===== config.mk =====
export PLATFORM = sky130hd
export DESIGN_NAME = xadc_drp_sequencer
export DESIGN_NICKNAME = d
export VERILOG_FILES = /design/src/rtl/xadc_pkg.sv /design/src/rtl/xadc_avg.sv /design/src/rtl/xadc_drp_sequencer.sv
export SDC_FILE = /design/constraint.sdc
export NUM_CORES = 1
export LEC_CHECK = 0
export ABC_AREA = 0
export CORE_UTILIZATION = 45
export DETAILED_ROUTE_END_ITERATION = 16
export PLACE_DENSITY = 0.86
export SKIP_LAST_GASP = 1
export SLEW_MARGIN = 25
export SYNTH_ARGS = -nofsm -noshare
export SYNTH_HDL_FRONTEND = slang
export SYNTH_SLANG_ARGS = --single-unit
export TNS_END_PERCENT = 100

===== constraint.sdc =====
create_clock -name clk -period 2.05 [get_ports clk]
set_input_delay 0.41 -clock clk [delete_from_list [all_inputs] [get_ports clk]]
set_output_delay 0.41 -clock clk [all_outputs]
set_load 0.02 [all_outputs]

===== src/rtl/xadc_pkg.sv =====
// Shared constants and types for the XADC DRP read/write sequencer.
package xadc_pkg;

    localparam int unsigned DRP_ADDR_W = 7;
    localparam int unsigned DRP_DATA_W = 16;
    localparam int unsigned ADC_RES    = 12;

    localparam logic [DRP_ADDR_W-1:0] ADC_OUTPUT_ADDR = 7'h10;

    // DRP transaction sequencer states
    typedef enum logic [2:0] {
        IDLE    = 3'd0,
        RD_REQ  = 3'd1,
        RD_WAIT = 3'd2,
        WR_REQ  = 3'd3,
        WR_WAIT = 3'd4
    } state_e;

endpackage


===== src/rtl/xadc_avg.sv =====
// Per-channel sample averager: accumulates 2^AVG_LOG2 ADC reads, emits the
// truncated mean, and owns the round-robin channel pointer.
module xadc_avg
    import xadc_pkg::*;
#(
    parameter int unsigned NUM_CH   = 4,
    parameter int unsigned AVG_LOG2 = 2,
    localparam int unsigned CH_W    = (NUM_CH > 1) ? $clog2(NUM_CH) : 1
) (
    input  logic               clk,
    input  logic               rst,
    input  logic               rd_ok_i,
    input  logic               rd_abort_i,
    input  logic [ADC_RES-1:0] rd_data_i,
    output logic [CH_W-1:0]    ch_o,
    output logic               smp_valid_o,
    output logic [CH_W-1:0]    smp_ch_o,
    output logic [ADC_RES-1:0] smp_data_o
);

    localparam int unsigned ACC_W = ADC_RES + AVG_LOG2;
    localparam int unsigned CNT_W = (AVG_LOG2 > 0) ? AVG_LOG2 : 1;

    localparam logic [CNT_W-1:0] CNT_LAST = CNT_W'((1 << AVG_LOG2) - 1);
    localparam logic [CH_W-1:0]  CH_LAST  = CH_W'(NUM_CH - 1);

    logic [ACC_W-1:0]   acc_q;
    logic [ACC_W-1:0]   acc_d;
    logic [CNT_W-1:0]   cnt_q;
    logic [CH_W-1:0]    ch_q;
    logic [CH_W-1:0]    ch_d;
    logic               smp_valid_q;
    logic [CH_W-1:0]    smp_ch_q;
    logic [ADC_RES-1:0] smp_data_q;

    // Running sum including the read landing this cycle, and the wrapped next channel
    always_comb begin
        acc_d = acc_q + ACC_W'(rd_data_i);
        ch_d  = (ch_q == CH_LAST) ? '0 : ch_q + CH_W'(1);
    end

    // Accumulate reads; on the last read of a block publish the mean and move on
    always_ff @(posedge clk or posedge rst) begin
        if (rst) begin
            acc_q       <= '0;
            cnt_q       <= '0;
            ch_q        <= '0;
            smp_valid_q <= 1'b0;
            smp_ch_q    <= '0;
            smp_data_q  <= '0;
        end else begin
            smp_valid_q <= 1'b0;
            if (rd_abort_i) begin
                acc_q <= '0;
                cnt_q <= '0;
                ch_q  <= ch_d;
            end else if (rd_ok_i) begin
                if (cnt_q == CNT_LAST) begin
                    smp_valid_q <= 1'b1;
                    smp_ch_q    <= ch_q;
                    smp_data_q  <= ADC_RES'(acc_d >> AVG_LOG2);
                    acc_q       <= '0;
                    cnt_q       <= '0;
                    ch_q        <= ch_d;
                end else begin
                    acc_q <= acc_d;
                    cnt_q <= cnt_q + CNT_W'(1);
                end
            end
        end
    end

    assign ch_o        = ch_q;
    assign smp_valid_o = smp_valid_q;
    assign smp_ch_o    = smp_ch_q;
    assign smp_data_o  = smp_data_q;

endmodule


===== src/rtl/xadc_drp_sequencer.sv =====
// XADC DRP sequencer: round-robin status reads with averaging, interleaved
// config writes (writes take priority), and a per-transaction DRDY timeout.
module xadc_drp_sequencer
    import xadc_pkg::*;
#(
    parameter int unsigned              NUM_CH    = 4,
    parameter logic [DRP_ADDR_W-1:0]    BASE_ADDR = ADC_OUTPUT_ADDR,
    parameter int unsigned              AVG_LOG2  = 2,
    parameter int unsigned              TIMEOUT   = 64,
    localparam int unsigned             CH_W      = (NUM_CH > 1) ? $clog2(NUM_CH) : 1
) (
    input  logic                  clk,
    input  logic                  rst,
    input  logic                  scan_en,
    input  logic                  wr_req,
    input  logic [DRP_ADDR_W-1:0] wr_addr,
    input  logic [DRP_DATA_W-1:0] wr_data,
    output logic                  wr_ack,
    output logic                  DCLK,
    output logic [DRP_DATA_W-1:0] DI,
    input  logic [DRP_DATA_W-1:0] DO,
    output logic [DRP_ADDR_W-1:0] DADDR,
    output logic                  DWE,
    output logic                  DEN,
    input  logic                  DRDY,
    output logic                  smp_valid,
    output logic [CH_W-1:0]       smp_ch,
    output logic [ADC_RES-1:0]    smp_data,
    output logic                  timeout_err
);

    localparam int unsigned TIMER_W = $clog2(TIMEOUT + 1);
    localparam logic [TIMER_W-1:0] TIMER_LAST = TIMER_W'(TIMEOUT - 1);

    state_e                  state_q;
    logic [TIMER_W-1:0]      timer_q;
    logic                    den_q;
    logic                    dwe_q;
    logic [DRP_ADDR_W-1:0]   daddr_q;
    logic [DRP_ADDR_W-1:0]   daddr_d;
    logic [DRP_DATA_W-1:0]   di_q;
    logic                    wr_ack_q;
    logic                    timeout_err_q;
    logic [CH_W-1:0]         ch;
    logic                    timer_hit;
    logic                    rd_ok;
    logic                    rd_abort;
    logic [3:0]              do_lsb_unused;

    assign DCLK = clk;

    // Status register address of the channel currently being scanned
    always_comb begin
        daddr_d   = BASE_ADDR + DRP_ADDR_W'(ch);
        timer_hit = (timer_q == TIMER_LAST);
        rd_ok     = (state_q == RD_WAIT) && DRDY;
        rd_abort  = (state_q == RD_WAIT) && !DRDY && timer_hit;
    end

    assign do_lsb_unused = DO[3:0];

    // Transaction FSM with registered DRP strobes, write ack and timeout flag
    always_ff @(posedge clk or posedge rst) begin
        if (rst) begin
            state_q       <= IDLE;
            timer_q       <= '0;
            den_q         <= 1'b0;
            dwe_q         <= 1'b0;
            daddr_q       <= BASE_ADDR;
            di_q          <= '0;
            wr_ack_q      <= 1'b0;
            timeout_err_q <= 1'b0;
        end else begin
            den_q    <= 1'b0;
            dwe_q    <= 1'b0;
            wr_ack_q <= 1'b0;
            case (state_q)
                IDLE: begin
                    timer_q <= '0;
                    // wr_req is still high in the ack cycle; skip it there so one request = one write
                    if (wr_req && !wr_ack_q) begin
                        state_q <= WR_REQ;
                        den_q   <= 1'b1;
                        dwe_q   <= 1'b1;
                        daddr_q <= wr_addr;
                        di_q    <= wr_data;
                    end else if (scan_en) begin
                        state_q <= RD_REQ;
                        den_q   <= 1'b1;
                        daddr_q <= daddr_d;
                    end
                end
                RD_REQ: begin
                    timer_q <= '0;
                    state_q <= RD_WAIT;
                end
                WR_REQ: begin
                    timer_q <= '0;
                    state_q <= WR_WAIT;
                end
                RD_WAIT: begin
                    if (DRDY) begin
                        state_q <= IDLE;
                    end else if (timer_hit) begin
                        timeout_err_q <= 1'b1;
                        state_q       <= IDLE;
                    end else begin
                        timer_q <= timer_q + TIMER_W'(1);
                    end
                end
                WR_WAIT: begin
                    if (DRDY) begin
                        wr_ack_q <= 1'b1;
                        state_q  <= IDLE;
                    end else if (timer_hit) begin
                        timeout_err_q <= 1'b1;
                        state_q       <= IDLE;
                    end else begin
                        timer_q <= timer_q + TIMER_W'(1);
                    end
                end
                default: state_q <= IDLE;
            endcase
        end
    end

    assign DEN         = den_q;
    assign DWE         = dwe_q;
    assign DADDR       = daddr_q;
    assign DI          = di_q;
    assign wr_ack      = wr_ack_q;
    assign timeout_err = timeout_err_q;

    // Averaging datapath and channel pointer
    xadc_avg #(
        .NUM_CH   (NUM_CH),
        .AVG_LOG2 (AVG_LOG2)
    ) u_avg (
        .clk         (clk),
        .rst         (rst),
        .rd_ok_i     (rd_ok),
        .rd_abort_i  (rd_abort),
        .rd_data_i   (DO[DRP_DATA_W-1:4]),
        .ch_o        (ch),
        .smp_valid_o (smp_valid),
        .smp_ch_o    (smp_ch),
        .smp_data_o  (smp_data)
    );

endmodule


==> impl_summary.txt, run 1 <==
----------------------------------------------------
[Run status]
  Outcome ... finished with violations
  Failing checks ... setup timing

[Routing]
  Antenna viol nets, final ... 0
  Routed wire per std cell ... 16.1 microns
  Number of optimization iterations in the first detailed-route pass ... 5
  Post-Route WL ... 9410 microns
  Via density per instance ... 5.60
  Via count ... 3284
  Count of routing violations after the opening detailed-route iteration ... 268
  DRC violation count after routing ... 0

[Worst setup path]
  Capturing point of the worst reg2reg path ... u_avg.smp_data_o[8]$_DFFE_PP0P_
  FF-to-FF setup slack ... -0.14 ns
  Required arrival time at the worst endpoint ... 2.39 ns
  Startpoint of the lowest-slack register-to-register path ... u_avg.acc_q[0]$_DFFE_PP0P_
  Nature of the critical path startpoint ... flop
  WS Path Type ... flop to flop
  R2r worst-path depth ... 9
  Peak fanout along the critical path ... 2
  Critical path launch point ... u_avg.acc_q[0]$_DFFE_PP0P_
  CP Capture Type ... flop
  Arrival time at the worst endpoint ... 2.53 ns

[Clocking]
  Post-CTS Hold Fix Bufs ... 0
  TritonCTS clock tree ... yes
  Clock transition at the register clock pins on the worst setup and hold paths after CTS ... 0.07 ns
  Latest clock arrival within the worst-skew pair ... 0.46 ns

[Timing]
  Number of endpoints with negative hold slack in the final report ... 0
  Setup repair after global routing missed its margin ... yes
  Setup clock skew after layout ... 0.0126 ns
  Headroom to the max-slew limit ... 69.2%
  Worst-Margin Slew ... 0.463 ns
  Final Setup Violations ... 4
  Maximum clock frequency ... 458 MHz
  Final period utilization ... 107%
  Hold slack final ... 0.399 ns
  Setup ws final ... -0.136 ns
  Number of slew-limit violations in the final report ... 0
  Min cycle time layout ... 2.19 ns

[Global routing]
  Number of antenna violations at the first check in global routing ... 0
  Total global routing track utilization ... 23.8%
  Vias in the first global route ... 3230
  Wire length of the first global-routing pass ... 15300 microns
  Maximum number of pins on one net before global-route repair ... 71
  Gr ovfl total ... 0

[Placed design]
  Final Wtd Congestion ... 0.902
  Number of port buffers ... 82
  Post-Place Cells ... 565
  Estimated wirelength of the detail-placed design ... 6430 microns
  Placed Instance Area ... 0.00478 sq mm

[Power and ir drop]
  Static Leak ... 0.00237 uW
  Cell area power density ... 1540 mW/mm^2
  Worst IR Drop VDD ... 0.965 mV

[Final layout]
  Finished Layout Cells ... 586
  Post-route cell area ... 0.00512 sq mm
  Number of fill cells in the layout ... 509
  Area added between synthesis and finish ... 44.9%
  Most common cell after layout, fill and taps aside ... sky130_fd_sc_hd__clkdlybuf4s50_1
  Number of antenna cells inserted ... 0
  NumNets Final ... 542
  Layout cells sized above 1 ... 20.1%
  Commonest cells after routing, fill and taps aside ... sky130_fd_sc_hd__clkdlybuf4s50_1, sky130_fd_sc_hd__dfrtp_1, sky130_fd_sc_hd__nand2_1

[Synth]
  Post-synthesis net count ... 418
  Average cell area after synthesis ... 9.87 sq um
  Most instantiated flip-flop cell in the synthesis netlist ... sky130_fd_sc_hd__dfrtp_1
  Compound-cell area share of the yosys netlist ... 17.1%
  Basic-gate share of the synthesized area counting and, or, nand and nor cells ... 16.5%
  Distinct cell type count after synthesis ... 51
  Share of synthesized registers carrying an async set or reset ... 100%
  Largest family of logic cells by synthesized area ... compound AO/OA/AOI/OAI gates
  Post-synthesis instance area ... 0.00353 sq mm
  Synthesis-stage register bit count ... 70
  Post-synthesis xor/xnor area fraction ... 2.73%
  Adder-cell area share of the yosys netlist ... 5.88%
  Mux share of post-synthesis cell area ... 4.39%
  Warnings from Yosys ... 0
  Number of enable-type register cells in the synthesized netlist ... 0
  Portion of the post-synthesis area used by sequential elements ... 49.6%
  Number of instances in the synthesized netlist ... 358

[Min path]
  Class of the tightest hold or removal check ... input pin to asynchronous set/reset pin

[Floorplanning]
  Boundary Pins ... 87
  Height of the die ... 90.6 microns
  Placeable core area ... 0.00741 sq mm
  Initial core utilization ... 47.7%
  DIE AREA ... 0.00821 sq mm
  Chip width ... 90.6 microns
  Placement Rows ... 31

[Flow run]
  Number of max-cap violations ... 0

----------------------------------------------------
## timing repair
action / CTS / global route
setup endpoints to repair: 8 / 23
gates resized for setup: 3 / 14
buffers inserted: 1 / 2
gates cloned: 0 / 0
pin swaps: 6 / 10
## stage by stage
| step | util [%] | total power (uW) | worst slack (ns) | TNS (ns) |
|---|---|---|---|---|
| floorplan | - | 4650 | -0.140 | -0.210 |
| global placement | 64.5 | 6170 | -0.699 | -8.11 |
| detailed placement | 64.5 | 6350 | -0.735 | -8.78 |
| CTS | 68.0 | 7730 | -0.130 | -0.194 |
| global route | 69.1 | 8340 | -0.194 | -0.750 |
| finish | 69.1 | 7870 | -0.136 | -0.327 |
## worst max-delay path: stages (launching register included)
cell and delay, ns:
sky130_fd_sc_hd__dfrtp_1 0.40, sky130_fd_sc_hd__ha_4 0.16, sky130_fd_sc_hd__inv_2 0.04, sky130_fd_sc_hd__fa_2 0.33, sky130_fd_sc_hd__nand2b_4 0.15, sky130_fd_sc_hd__a21o_1 0.18, sky130_fd_sc_hd__a31oi_2 0.18, sky130_fd_sc_hd__nor4_2 0.06
sky130_fd_sc_hd__a311o_1 0.33, sky130_fd_sc_hd__mux2_2 0.27
## synthesized netlist by cell type, types with 2 or more instances
cell type / number / area share, %
sky130_fd_sc_hd__nor2_1: 15 / 1.6
sky130_fd_sc_hd__dfrtp_1: 69 / 49
sky130_fd_sc_hd__and2_1: 2 / 0.35
sky130_fd_sc_hd__o31ai_1: 2 / 0.42
sky130_fd_sc_hd__a21boi_1: 2 / 0.42
sky130_fd_sc_hd__mux2_1: 4 / 1.3
sky130_fd_sc_hd__a21oi_1: 20 / 2.8
sky130_fd_sc_hd__o21ai_0: 13 / 1.8
sky130_fd_sc_hd__a211oi_1: 3 / 0.64
sky130_fd_sc_hd__nor3_1: 2 / 0.28
sky130_fd_sc_hd__a31oi_1: 6 / 1.1
sky130_fd_sc_hd__a22o_1: 14 / 3.5
sky130_fd_sc_hd__clkbuf_1: 10 / 1.1
sky130_fd_sc_hd__nand2b_1: 7 / 1.2
sky130_fd_sc_hd__or3_1: 2 / 0.35
sky130_fd_sc_hd__nor4_1: 2 / 0.35
sky130_fd_sc_hd__ha_1: 15 / 5.3
sky130_fd_sc_hd__xor2_1: 3 / 0.74
sky130_fd_sc_hd__inv_1: 9 / 0.96
sky130_fd_sc_hd__nand2_1: 69 / 7.3
sky130_fd_sc_hd__xnor2_1: 8 / 2.0
sky130_fd_sc_hd__mux2_2: 8 / 2.5
sky130_fd_sc_hd__a21o_1: 7 / 1.5
sky130_fd_sc_hd__o311ai_0: 2 / 0.50
sky130_fd_sc_hd__o211ai_1: 3 / 0.64
sky130_fd_sc_hd__nor3_2: 3 / 0.85
sky130_fd_sc_hd__nand3_1: 9 / 1.3
sky130_fd_sc_hd__o21ai_1: 9 / 1.3
sky130_fd_sc_hd__nor2b_1: 2 / 0.35
sky130_fd_sc_hd__nand4_1: 4 / 0.71
sky130_fd_sc_hd__o22ai_1: 3 / 0.53
sky130_fd_sc_hd__and3_1: 3 / 0.53
sky130_fd_sc_hd__inv_2: 3 / 0.32
sky130_fd_sc_hd__mux2i_1: 2 / 0.57
sky130_fd_sc_hd__buf_2: 7 / 0.99
## worst max-delay path by stage
stage | depth (start not counted) | to
final | 9 | u_avg.smp_data_o[8]$_DFFE_PP0P_
after global routing | 9 | u_avg.smp_data_o[8]$_DFFE_PP0P_
after CTS | 9 | u_avg.smp_data_o[8]$_DFFE_PP0P_
after detailed placement | 10 | u_avg.smp_data_o[8]$_DFFE_PP0P_
after global placement | 10 | u_avg.smp_data_o[8]$_DFFE_PP0P_
after floorplan | 9 | u_avg.smp_data_o[8]$_DFFE_PP0P_
## layout make-up
type	count	area, sq um	share of cell area (%)
Inverter	12	48.8	0.953
Multi-Input combinational cell	257	1740	34.1
Tap cell	99	124	2.42
Clock buffer	14	188	3.66
Sequential cell	70	1750	34.2
Clock inverter	6	70.1	1.37
Timing Repair Buffer	128	1190	23.3
## registers in the layout, indices dropped and copies added (netlist names)
register / flops
u_avg.smp_data_o: 12
u_avg.acc_q: 14
timeout_err: 1
u_avg.ch_o: 2
DI: 16
timer_q: 7
wr_ack: 1
DWE: 1
DEN: 1
u_avg.smp_valid_o: 1
state_q: 3
u_avg.smp_ch_o: 2
DADDR: 7
u_avg.cnt_q: 2
## per-layer routing
layer	up-vias	wire, microns	part of all wire (%)	GRT usage, %
li1	1524	-	-	-
met1	1573	3870	41	29.6
met2	158	4670	50	38.2
met3	29	634	6.7	5.98
met4	0	233	2.5	12.0
met5	-	0	0	0
## report_power, final
part	switching (uW)	internal, uW	leakage [uW]	total (uW)
Clock	630	744	0.000122	1370
Combinational	2150	2000	0.00135	4150
Sequential	397	1950	0.000892	2350
Total	3180	4690	0.00237	7870
## cell families after synthesis
logic type	count (synthesis)
adders and majority gates	16
AOI/OAI and AO/OA	91
muxes	14
buffers and inverters	31
xor gates and xnor gates	11
DFF	70
and+or+nand+nor	125
No activity file was read; power rests on OpenSTA's default activity.
==> run 2: changes to the inputs <==
--- a/config.mk
+++ b/config.mk
@@ -6,6 +6,7 @@
 export NUM_CORES = 1
 export LEC_CHECK = 0
 export ABC_AREA = 0
+export CORE_MARGIN = 2
 export CORE_UTILIZATION = 45
 export DETAILED_ROUTE_END_ITERATION = 16
 export PLACE_DENSITY = 0.86
==> run 2 against run 1 <==
Effect of this change:
- the flow still finishes with violations (setup timing)
- fmax shrank 1.0%
- clock skew grew 0.0015 ns
- critical path type unchanged
- via count is 1.6% lower
==> impl_summary.txt, run 2 (synthesized netlist as in run 1, its figures left out) <==
----------------------------------------------------
[Final layout]
  FF+latch area ... 0.00175 sq mm
  Number of antenna cells inserted ... 0
  Most common cell after layout, fill and taps aside ... sky130_fd_sc_hd__clkdlybuf4s50_1
  Number of fill cells in the layout ... 563
  Area of combinational cells with multiple inputs ... 0.00177 sq mm
  Flip-flop count of the largest register, all copies and words added ... 16
  Core Util, Final ... 67.1%
  Commonest cells after routing, fill and taps aside ... sky130_fd_sc_hd__clkdlybuf4s50_1, sky130_fd_sc_hd__dfrtp_1, sky130_fd_sc_hd__nand2_1
  Area added between synthesis and finish ... 45.3%
  Layout cells sized above 1 ... 21.1%
  NumNets Final ... 543

[Timing]
  Final period utilization ... 108%
  Headroom to the max-slew limit ... 68.6%
  Worst-Margin Slew ... 0.472 ns
  Min cycle time layout ... 2.21 ns
  Number of endpoints with negative hold slack in the final report ... 0
  Hold slack final ... 0.404 ns
  Setup repair after global routing missed its margin ... yes
  Setup clock skew after layout ... 0.0141 ns
  Final Setup Violations ... 4
  Maximum clock frequency ... 453 MHz
  Number of slew-limit violations in the final report ... 0
  Setup ws final ... -0.158 ns

[Global routing]
  Vias in the first global route ... 3221
  Gr ovfl total ... 0
  Total global routing track utilization ... 22.4%
  Maximum number of pins on one net before global-route repair ... 71
  Number of antenna violations at the first check in global routing ... 0
  Wire length of the first global-routing pass ... 15200 microns

[Routing]
  Count of routing violations after the opening detailed-route iteration ... 253
  Routed wire per std cell ... 16.0 microns
  Via density per instance ... 5.47
  DRC violation count after routing ... 0
  Number of optimization iterations in the first detailed-route pass ... 5
  Antenna viol nets, final ... 0
  Post-Route WL ... 9440 microns
  Via count ... 3230

[Worst setup path]
  Required arrival time at the worst endpoint ... 2.38 ns
  WS Path Type ... flop to flop
  Arrival time at the worst endpoint ... 2.54 ns
  CP Capture Type ... flop
  Nature of the critical path startpoint ... flop
  Peak fanout along the critical path ... 2
  R2r worst-path depth ... 9

[Clocking]
  TritonCTS clock tree ... yes
  Latest clock arrival within the worst-skew pair ... 0.46 ns
  Clock transition at the register clock pins on the worst setup and hold paths after CTS ... 0.09 ns

[Floorplanning]
  Placeable core area ... 0.00765 sq mm
  Boundary Pins ... 87
  DIE AREA ... 0.00858 sq mm
  Height of the die ... 92.6 microns
  Initial core utilization ... 46.2%
  Placement Rows ... 32
  Chip width ... 92.6 microns

[Power and ir drop]
  Worst IR Drop VDD ... 0.906 mV
  Static Leak ... 0.00236 uW
  Cell area power density ... 1540 mW/mm^2

[Flow run]
  Number of max-cap violations ... 0

[Placed design]
  Estimated wirelength of the detail-placed design ... 6300 microns
  Number of port buffers ... 82
  Final Wtd Congestion ... 0.915

[Run status]
  Failing checks ... setup timing
  Outcome ... finished with violations

[Min path]
  Class of the tightest hold or removal check ... input pin to asynchronous set/reset pin

----------------------------------------------------
-- run 2: what timing repair did --
item,CTS,global route
hold buffers,0,0
setup endpoints to repair,9,27
pin swaps,5,10
resized for setup,9,12
buffers inserted,2,5
-- run 2: worst paths after layout --
path,start,endpoint,slack (ns)
setup reg to reg,u_avg.acc_q[0]$_DFFE_PP0P_,u_avg.smp_data_o[8]$_DFFE_PP0P_,-0.16
max in group asynchronous,rst,DADDR[4]$_DFFE_PP1P_,1.34
hold / removal,rst,DADDR[6]$_DFFE_PP0P_,0.40
setup / recovery,u_avg.acc_q[0]$_DFFE_PP0P_,u_avg.smp_data_o[8]$_DFFE_PP0P_,-0.16
min in group clk,timeout_err$_DFFE_PP0P_,timeout_err$_DFFE_PP0P_,0.46
hold reg to reg,timeout_err$_DFFE_PP0P_,timeout_err$_DFFE_PP0P_,0.46
-- run 2: power breakdown --
group | total, uW | internal [uW] | switching (uW)
logic | 4240 | 2060 | 2170
clock network | 1340 | 733 | 605
registers | 2330 | 1950 | 380
total | 7900 | 4750 | 3160
-- run 2: per-stage QoR --
stage | cell area (sq um) | power (uW) | worst slack, ns | std cells | TNS (ns)
2_1_floorplan | 3560 | 4650 | -0.140 | 358 | -0.210
3_3_place_gp | 4740 | 6150 | -0.743 | 564 | -7.66
3_5_place_dp | 4740 | 6320 | -0.789 | 564 | -8.38
4_1_cts | 5020 | 7700 | -0.0807 | 585 | -0.116
5_1_grt | 5130 | 8430 | -0.228 | 590 | -0.951
6_report | 5130 | 7900 | -0.158 | 590 | -0.300
-- run 2: area by class of cell --
cell class                 count  area share, %
tap                          102           2.49
timing repair buffer         129           23.0
sequential                    70           34.1
clock inverter                 6           1.19
inverter                      12          0.951
multi-input combinational    257           34.5
clock buffer                  14           3.66
-- run 2: per-layer routing --
layer / routed length [microns] / up-vias / GRT usage (%)
met5: 0 / - / 0
met4: 197 / 0 / 10.9
met3: 448 / 22 / 4.72
met2: 4850 / 119 / 36.1
met1: 3950 / 1579 / 28.9
li1: - / 1510 / -
-- run 2: critical path, stage by stage (launching register included) --
cell and delay, ns:
sky130_fd_sc_hd__dfrtp_1 0.39, sky130_fd_sc_hd__ha_4 0.15, sky130_fd_sc_hd__inv_2 0.03, sky130_fd_sc_hd__fa_2 0.34, sky130_fd_sc_hd__nand2b_4 0.15, sky130_fd_sc_hd__a21o_1 0.18
sky130_fd_sc_hd__a31oi_2 0.19, sky130_fd_sc_hd__nor4_1 0.10, sky130_fd_sc_hd__a311o_1 0.29, sky130_fd_sc_hd__mux2_2 0.27
==> run 3: changes to the inputs <==
--- a/config.mk
+++ b/config.mk
@@ -7,9 +7,9 @@
 export LEC_CHECK = 0
 export ABC_AREA = 0
 export CORE_MARGIN = 2
-export CORE_UTILIZATION = 45
+export CORE_UTILIZATION = 50
 export DETAILED_ROUTE_END_ITERATION = 16
-export PLACE_DENSITY = 0.86
+export PLACE_DENSITY = 0.9
 export SKIP_LAST_GASP = 1
 export SLEW_MARGIN = 25
 export SYNTH_ARGS = -nofsm -noshare
==> constraint.sdc (replaced) <==
create_clock -name clk -period 2.3 [get_ports clk]
set_input_delay 0.46 -clock clk [delete_from_list [all_inputs] [get_ports clk]]
set_output_delay 0.46 -clock clk [all_outputs]
set_load 0.02 [all_outputs]
==> run 3 against run 2 <==
Effect of this change:
- the run still ends with setup timing left
- register-to-register slack improved by 0.11 ns
- worst setup slack gained 0.11 ns
- die area is 9.6% lower
- count of clock-buffer cells in the layout down 1
- cell area decreased by 4.7%
- non-clock buffer count fell by 19
- flip-flop and latch count did not move
- global-route usage rose by 2.3 points
- clock power about the same
==> impl_summary.txt, run 3 (synthesized netlist as in run 1, its figures left out) <==
----------------------------------------------------
[Final layout]
  Commonest cells after routing, fill and taps aside ... sky130_fd_sc_hd__clkdlybuf4s50_1, sky130_fd_sc_hd__dfrtp_1, sky130_fd_sc_hd__nand2_1
  Number of antenna cells inserted ... 0
  NumNets Final ... 524
  Layout cells sized above 1 ... 15.6%
  Area of combinational cells with multiple inputs ... 0.00167 sq mm
  Finished Layout Cells ... 565
  FF+latch area ... 0.00175 sq mm
  Flip-flop count of the largest register, all copies and words added ... 16
  Area added between synthesis and finish ... 38.5%
  Core Util, Final ... 71.6%
  Number of fill cells in the layout ... 489
  Most common cell after layout, fill and taps aside ... sky130_fd_sc_hd__clkdlybuf4s50_1

[Clocking]
  Clock transition at the register clock pins on the worst setup and hold paths after CTS ... 0.08 ns
  TritonCTS clock tree ... yes
  Latest clock arrival within the worst-skew pair ... 0.46 ns
  Post-CTS Hold Fix Bufs ... 0

[Global routing]
  Maximum number of pins on one net before global-route repair ... 38
  Wire length of the first global-routing pass ... 14700 microns
  Total global routing track utilization ... 24.7%
  Number of antenna violations at the first check in global routing ... 0
  Gr ovfl total ... 0
  Vias in the first global route ... 3065

[Power and ir drop]
  Clock group share of total power ... 19.4%
  Static Leak ... 0.00228 uW
  Internal Power ... 4100 uW
  Reported net switching power ... 2770 uW
  Flop pwr share ... 30.5%
  Comb power frac ... 50.1%
  Overall power of the completed layout ... 6870 uW
  Switching portion of total power ... 40.3%
  Worst IR Drop VDD ... 0.932 mV
  Cell area power density ... 1400 mW/mm^2

[Placed design]
  Final Wtd Congestion ... 0.871
  Estimated wirelength of the detail-placed design ... 6430 microns
  Number of port buffers ... 82
  Post-Place Cells ... 545

[Routing]
  Detail Route met3 WL ... 560 microns
  Via count ... 3181
  Met2 wire length ... 4650 microns
  Count of routing violations after the opening detailed-route iteration ... 275
  DRC violation count after routing ... 0
  Post-Route WL ... 9320 microns
  Routed wire per std cell ... 16.5 microns
  Number of optimization iterations in the first detailed-route pass ... 5
  Highest metal layer with signal wires ... met4
  Via density per instance ... 5.63
  Antenna viol nets, final ... 0
  WL met1 ... 3920 microns

[Worst setup path]
  WS Path Type ... flop to flop
  Cell type group with the largest total delay on the critical path ... compound AO/OA/AOI/OAI gates
  CP peak stage delay ... 0.39 ns
  Arrival time at the worst endpoint ... 2.70 ns
  Worst path cell trace ... ha_2 > inv_2 > fa_2 > nand2b_4 > a21o_1 > a31oi_2 > nor4_1 > a311o_1 > mux2_4
  CP Capture Type ... flop
  Crit path max-delay cell type ... sky130_fd_sc_hd__fa_2
  Critical path buffers and inverters ... 1
  Peak fanout along the critical path ... 3
  Required arrival time at the worst endpoint ... 2.65 ns
  Nature of the critical path startpoint ... flop

[Timing]
  Final-layout setup total negative slack ... -0.0516 ns
  Min cycle time layout ... 2.35 ns
  Maximum clock frequency ... 425 MHz
  Setup clock skew after layout ... 0.00757 ns
  Setup repair after global routing missed its margin ... yes
  Setup ws final ... -0.0516 ns
  Final Setup Violations ... 1
  Number of endpoints with negative hold slack in the final report ... 0
  Final period utilization ... 102%
  Headroom to the max-slew limit ... 45.6%
  Worst-Margin Slew ... 0.810 ns
  Number of slew-limit violations in the final report ... 0

[Floorplanning]
  DIE AREA ... 0.00776 sq mm
  Height of the die ... 88.1 microns
  Initial core utilization ... 51.7%
  Placeable core area ... 0.00683 sq mm
  Placement Rows ... 30
  Boundary Pins ... 87
  Chip width ... 88.1 microns

[Flow run]
  Number of max-cap violations ... 0

[Min path]
  Class of the tightest hold or removal check ... input pin to flop

[Run status]
  Outcome ... finished with violations
  Failing checks ... setup timing

----------------------------------------------------
## run 3: worst register-to-register path, stage by stage, from the launching register on
cell and delay, ns:
sky130_fd_sc_hd__dfrtp_1 0.37, sky130_fd_sc_hd__ha_2 0.20, sky130_fd_sc_hd__inv_2 0.04, sky130_fd_sc_hd__fa_2 0.39, sky130_fd_sc_hd__nand2b_4 0.15, sky130_fd_sc_hd__a21o_1 0.23, sky130_fd_sc_hd__a31oi_2 0.22, sky130_fd_sc_hd__nor4_1 0.07
sky130_fd_sc_hd__a311o_1 0.30, sky130_fd_sc_hd__mux2_4 0.27
## run 3: cell type report
class / instances / share of cell area (%)
multi-input cells: 257 / 34.1
repair buffers: 110 / 21.1
flip-flops and latches: 70 / 35.8
well taps: 96 / 2.45
clock inverters: 7 / 2.12
inverters: 12 / 0.920
clock buffers: 13 / 3.55
## run 3: final timing paths
kind,to,slack (ns),startpoint,cells past startpoint
max in group asynchronous,DADDR[4]$_DFFE_PP1P_,1.48,rst,3
worst min register to register,timeout_err$_DFFE_PP0P_,0.46,timeout_err$_DFFE_PP0P_,1
worst min-delay path,u_avg.acc_q[0]$_DFFE_PP0P_,0.38,DO[4],3
worst max register to register,u_avg.smp_data_o[8]$_DFFE_PP0P_,-0.05,u_avg.acc_q[0]$_DFFE_PP0P_,9
worst max-delay path,u_avg.smp_data_o[8]$_DFFE_PP0P_,-0.05,u_avg.acc_q[0]$_DFFE_PP0P_,9
min in group asynchronous,u_avg.smp_data_o[4]$_DFFE_PP0P_,0.45,rst,3
## run 3: timing repair
item | in CTS | in global routing
setup endpoints to repair | 3 | 2
endpoints found under the hold margin | 0 | 0
buffers inserted | 0 | 1
gates resized for setup | 2 | 6
pin swaps | 0 | 6
## run 3: through the flow
step           setup WS, ns  area, sq um  hold slack [ns]
2_1_floorplan        0.0244         3530            0.446
3_3_place_gp         -0.529         4590            0.442
3_5_place_dp         -0.589         4590            0.452
4_1_cts             -0.0737         4870            0.450
5_1_grt              -0.107         4890            0.399
6_report            -0.0516         4890            0.383
## run 3: power by group through the flow
stage	Combinational, uW	Clock (uW)	Sequential (uW)
floorplan	1670	50.8	2400
global placement	3190	58.4	2070
detailed placement	3320	58.4	2110
CTS	3370	1350	2090
global route	3720	1410	2160
finish	3440	1330	2100
## run 3: layer usage
metal | GRT usage, % | up-vias
met1 | 33.5 | 1543
met4 | 8.68 | 0
li1 | - | 1479
met2 | 38.7 | 135
met5 | 0 | -
met3 | 6.50 | 24
==> RTL change 1, RTL diff (flow settings as in run 2) <==
The 5 states of `state_e` get a one-hot encoding in 5 bits.
--- a/src/rtl/xadc_pkg.sv
+++ b/src/rtl/xadc_pkg.sv
@@ -8,12 +8,12 @@
     localparam logic [DRP_ADDR_W-1:0] ADC_OUTPUT_ADDR = 7'h10;
 
     // DRP transaction sequencer states
-    typedef enum logic [2:0] {
-        IDLE    = 3'd0,
-        RD_REQ  = 3'd1,
-        RD_WAIT = 3'd2,
-        WR_REQ  = 3'd3,
-        WR_WAIT = 3'd4
+    typedef enum logic [4:0] {
+        IDLE    = 5'b00001,
+        RD_REQ  = 5'b00010,
+        RD_WAIT = 5'b00100,
+        WR_REQ  = 5'b01000,
+        WR_WAIT = 5'b10000
     } state_e;
 
 endpackage
Formal check against the unedited RTL: same outputs for any inputs over 10 cycles, from zero or initial values and one cycle with rst high; not proved beyond that.
==> RTL change 1 against run 2 <==
- cell area shrank 3.1%
- sequential cell count grew 2
- routed wire length shrank 9.7%
- largest power group unchanged
- power shrank 13%
- the flow still finishes with violations (setup timing)
- synthesized area shrank 3.2%
- worst setup slack gained 0.0097 ns
- highest routed layer unchanged
- first-iteration DRC count shrank 15%
==> RTL change 1: results (changes against run 2) <==
skew_ns: 0.01008  # was 0.01412 ns
largest_reg_flops: 16  # unchanged
synth_nets: 361  # was 418
buffer_area_share_pct: 21.91  # was 23.03%
final-clk-cell-share_pct: 5.131  # was 4.850%
multi_input_area_share_pct: 33.22  # was 34.54%
violations: "setup timing"  # unchanged
wl_met2_mm: 4.339  # was 4.845 mm
use_met3_pct: 3.651  # was 4.719%
holdWs_ns: 0.3311  # was 0.4041 ns
wl_per_cell_um: 16.33  # was 16.00 um
wl_met3_um: 390  # was 448 um
crit_start: "u_avg.acc_q[0]$_DFFE_PP0P_"  # unchanged
drtIter0Drc: 216  # was 253
grt_max_degree: 26  # was 71
setup-violations-final: 9  # was 4
relSlewSlack_pct: 52.60  # was 68.55%
cts_setup_buffers: 4  # was 2
ctsResizeCount: 11  # was 9
viasPerCell: 5.408  # was 5.475
drt-met1-wl_mm: 3.673  # was 3.948 mm
max-vdd-ir-drop_uv: 894.8  # was 905.6 uV
p_leak_nw: 2.311  # was 2.363 nW
met1_usage_pct: 26.66  # was 28.94%
synth_common_cells: "dfrtp_1, nand2_1, mux2_2, nor2_1, ha_1"  # was dfrtp_1, nand2_1, a21oi_1, ha_1, nor2_1
layout.comb_gates.multi_input: 207  # was 257
grt_pass1_wl_mm: 13.36  # was 15.20 mm
multi_input_area_sq_um: 1653  # was 1773 sq um
outcome: "finished, violations left"  # unchanged
signal_buffers: 112  # was 129
place_ws_ns: -0.7035  # was -0.7888 ns
cpPeakStageDelay_ns: 0.41  # was 0.39 ns
place_inst: 498  # was 564
fillCellCount: 537  # was 563
final_cells: 522  # was 590
gp_congestion: 0.8494  # was 0.9154
layout_setup_ws_ns: -0.1483  # was -0.1580 ns
core_area_sq_um: 7292  # was 7647 sq um
hpwl_mm: 5.856  # was 6.302 mm
avgSynthCellArea_sq_um: 11.37  # was 9.870 sq um
fin_tns_setup_ns: -0.6801  # was -0.3003 ns
worstPathMaxFanout: 3  # was 2
yosysSeqAreaShare_pct: 52.72  # was 49.61%
postPlaceCellArea_sq_um: 4596  # was 4737 sq um
grt_pass1_vias: 2818  # was 3221
seq_cells: 72  # was 70
grt_util_met2_pct: 33.40  # was 36.13%
drive_above_1_share_pct: 22.70  # was 21.11%
==> RTL change 1: cell count changes in the layout (fill, tap and decap cells not counted), sizes merged, moves of 4 or more <==
cell	run 2	this run
a21oi	20	10
buf	48	31
mux2	12	21
nand2	69	34
nand2b	7	2
nor2b	2	6
o21ai	22	13
==> RTL change 1: report_power, final <==
part           internal (mW)  switching (mW)  total [mW]
Sequential              1.88           0.328        2.20
Clock                  0.742           0.612        1.35
Combinational           1.71            1.63        3.33
Total                   4.33            2.57        6.89
==> RTL change 1: kinds of logic (layout without fill, tap and decap cells) <==
kind of cell	count (synthesis)	count (layout)	synth area share, %
flops	72	72	52.72
xor+xnor	14	14	3.583
mux	25	25	8.190
simple gates	84	84	11.92
compound gates	68	68	14.74
buf+inv	22	144	2.779
fa+ha+maj	16	16	6.069
==> RTL change 1: critical path, delay by kind of cell (launching register included) <==
kind            cells  cell delay, ns
mux                 1            0.26
fa+ha+maj           2            0.51
compound gates      4            0.62
buf+inv             1            0.19
flops               1            0.41
xor+xnor            1            0.11
==> RTL change 2, RTL diff (config.mk and constraints of run 2) <==
Made on the original files. `TIMEOUT`: 64 -> 32.
--- a/src/rtl/xadc_drp_sequencer.sv
+++ b/src/rtl/xadc_drp_sequencer.sv
@@ -6,7 +6,7 @@
     parameter int unsigned              NUM_CH    = 4,
     parameter logic [DRP_ADDR_W-1:0]    BASE_ADDR = ADC_OUTPUT_ADDR,
     parameter int unsigned              AVG_LOG2  = 2,
-    parameter int unsigned              TIMEOUT   = 64,
+    parameter int unsigned              TIMEOUT   = 32,
     localparam int unsigned             CH_W      = (NUM_CH > 1) ? $clog2(NUM_CH) : 1
 ) (
     input  logic                  clk,
Check against the original RTL: same outputs for any inputs over 10 cycles, from zero or initial values and one cycle with rst high; that may be too few to reach the edited logic, so the function may still have changed.
==> RTL change 2 against run 2 <==
- the run still ends with setup timing left
- routed wire length shrank 21%
- power down 7.2%
- cell area is 5.8% lower
- sequential cell count decreased by 1
- synthesized area fell by 6.2%
- largest cell class is now flip-flops and latches
- first-iteration DRC count shrank 60%
- highest routed layer unchanged
- critical path type unchanged
- worst setup slack better by 0.0085 ns
- clock skew fell by 0.0040 ns
- global-route usage shrank 3.3 points
==> RTL change 2: results (changes against run 2) <==
largest_reg_flops: 16  # unchanged
synthTopCellsByArea: "dfrtp_1, nand2_1, ha_1"  # unchanged
drt-met1-wl_mm: 3.213  # was 3.948 mm
antenna_cells: 0  # unchanged
firstDrtPassIters: 4  # was 5
antenna_found_initial: 0  # unchanged
nets: 488  # was 543
holdWs_ns: 0.4279  # was 0.4041 ns
hp-class: "input port to asynchronous set/reset pin"  # unchanged
worstPathMaxFanout: 3  # was 2
highest_layer: "met4"  # unchanged
grt_usage_pct: 19.17  # was 22.45%
portBuffers: 82  # unchanged
grt_max_degree: 70  # was 71
viasPerCell: 5.024  # was 5.475
wl_met2_mm: 3.776  # was 4.845 mm
avgSynthCellArea_sq_um: 10.73  # was 9.870 sq um
num_vias: 2673  # was 3230
rr_worst_depth: 8  # was 9
drtIter0Drc: 102  # was 253
violations: "setup timing"  # unchanged
synth_nets: 369  # was 418
r2r_start: "u_avg.acc_q[0]$_DFFE_PP0P_"  # unchanged
finalWirelength_mm: 7.435  # was 9.440 mm
fillCellCount: 528  # was 563
drive_above_1_share_pct: 21.25  # was 21.11%
gp_congestion: 0.8156  # was 0.9154
grt_pass1_wl_mm: 12.26  # was 15.20 mm
yosysSeqAreaShare_pct: 52.13  # was 49.61%
synthArstFlopShare_pct: 100.0  # unchanged
max-vdd-ir-drop_uv: 904.2  # was 905.6 uV
outcome: "finished, violations left"  # unchanged
r2r-end: "u_avg.smp_data_o[6]$_DFFE_PP0P_"  # was u_avg.smp_data_o[8]$_DFFE_PP0P_
crit_arrival_ns: 2.54  # about the same
layout_setup_ws_ns: -0.1494  # was -0.1580 ns
clkTransAtPathRegs_ns: 0.08
insertion_delay_ns: 0.45
yosysWarnings: 0  # unchanged
met1_usage_pct: 23.81  # was 28.94%
grt_util_met2_pct: 30.68  # was 36.13%
use_met3_pct: 5.365  # was 4.719%
synthDistinctLibCells: 48  # was 51
synth_flop_cell: "dfrtp_1"  # unchanged
wl_met3_um: 289  # was 448 um
place_inst: 511  # was 564
hpwl_mm: 5.358  # was 6.302 mm
synth_common_cells: "nand2_1, dfrtp_1, a22o_1, ha_1, o21ai_0"  # was dfrtp_1, nand2_1, a21oi_1, ha_1, nor2_1
setup-violations-final: 7  # was 4
tightest_slew_ns: 0.6540  # was 0.4717 ns
skew_ns: 0.01015  # was 0.01412 ns
p_leak_nw: 2.303  # was 2.363 nW
## RTL change 2: metrics by stage
step	setup TNS (ns)	setup slack, ns	total power, mW	util (%)	cell area [sq um]
floorplan	-0.3564	-0.1453	4.337	-	3333
CTS	-0.5269	-0.1471	7.218	66.22	4752
detailed placement	-9.087	-0.7043	5.791	62.41	4478
global placement	-8.039	-0.6479	5.634	62.41	4478
global route	-1.263	-0.2143	7.808	67.43	4838
finish	-0.6939	-0.1494	7.335	67.43	4838
## RTL change 2: area by class of cell
class | instances | area, sq um | area share [%]
clock buffers | 14 | 187.7 | 3.879
clock inverters | 6 | 92.59 | 1.914
inverters | 7 | 30.03 | 0.6206
multi-input cells | 222 | 1585 | 32.76
flip-flops and latches | 69 | 1728 | 35.71
well taps | 99 | 123.9 | 2.560
repair buffers | 115 | 1091 | 22.55
## RTL change 2: worst max-delay path by stage
stage / slack (ns) / end / startpoint / cells past startpoint
floorplan: -0.15 / u_avg.smp_data_o[6]$_DFFE_PP0P_ / DO[4] / 8
global placement: -0.65 / u_avg.smp_data_o[6]$_DFFE_PP0P_ / DO[4] / 9
finish: -0.15 / u_avg.smp_data_o[6]$_DFFE_PP0P_ / u_avg.acc_q[0]$_DFFE_PP0P_ / 8
global route: -0.21 / u_avg.smp_data_o[6]$_DFFE_PP0P_ / u_avg.acc_q[0]$_DFFE_PP0P_ / 8
CTS: -0.15 / u_avg.smp_data_o[6]$_DFFE_PP0P_ / u_avg.acc_q[0]$_DFFE_PP0P_ / 8
detailed placement: -0.70 / u_avg.smp_data_o[6]$_DFFE_PP0P_ / DO[4] / 9
## RTL change 2: timing repair
| item | 4_1_cts | 5_1_grt |
|---|---|---|
| setup endpoints to repair | 8 | 14 |
| setup buffers | 0 | 2 |
| gates resized for setup | 2 | 14 |
| pin swaps | 5 | 3 |
## RTL change 2: cells by family (layout without fill, tap and decap cells)
group / count (synthesis) / in the layout / synth area share (%)
AO/OA/AOI/OAI: 63 / 63 / 13.29
XOR/XNOR: 15 / 15 / 3.964
adder cells (fa/ha/maj): 16 / 16 / 6.267
buffers and inverters: 18 / 142 / 2.756
flip-flops: 69 / 69 / 52.13
multiplexers: 16 / 16 / 5.663
AND/OR/NAND/NOR: 112 / 112 / 15.93
## RTL change 2: power breakdown
part	internal (mW)	leakage (nW)	switching (mW)	total (mW)
Combinational	1.82	1.28	1.76	3.58
Clock	0.870	0.136	0.607	1.48
Sequential	1.89	0.891	0.385	2.28
## RTL change 2: critical path, stage by stage, from the launching register on
cell      delay (ns)
dfrtp_1         0.43
ha_4            0.19
fa_2            0.33
a21o_1          0.18
a221oi_2        0.29
nand3b_4        0.21
nand2_4         0.05
xor2_2          0.15
mux2_4          0.25
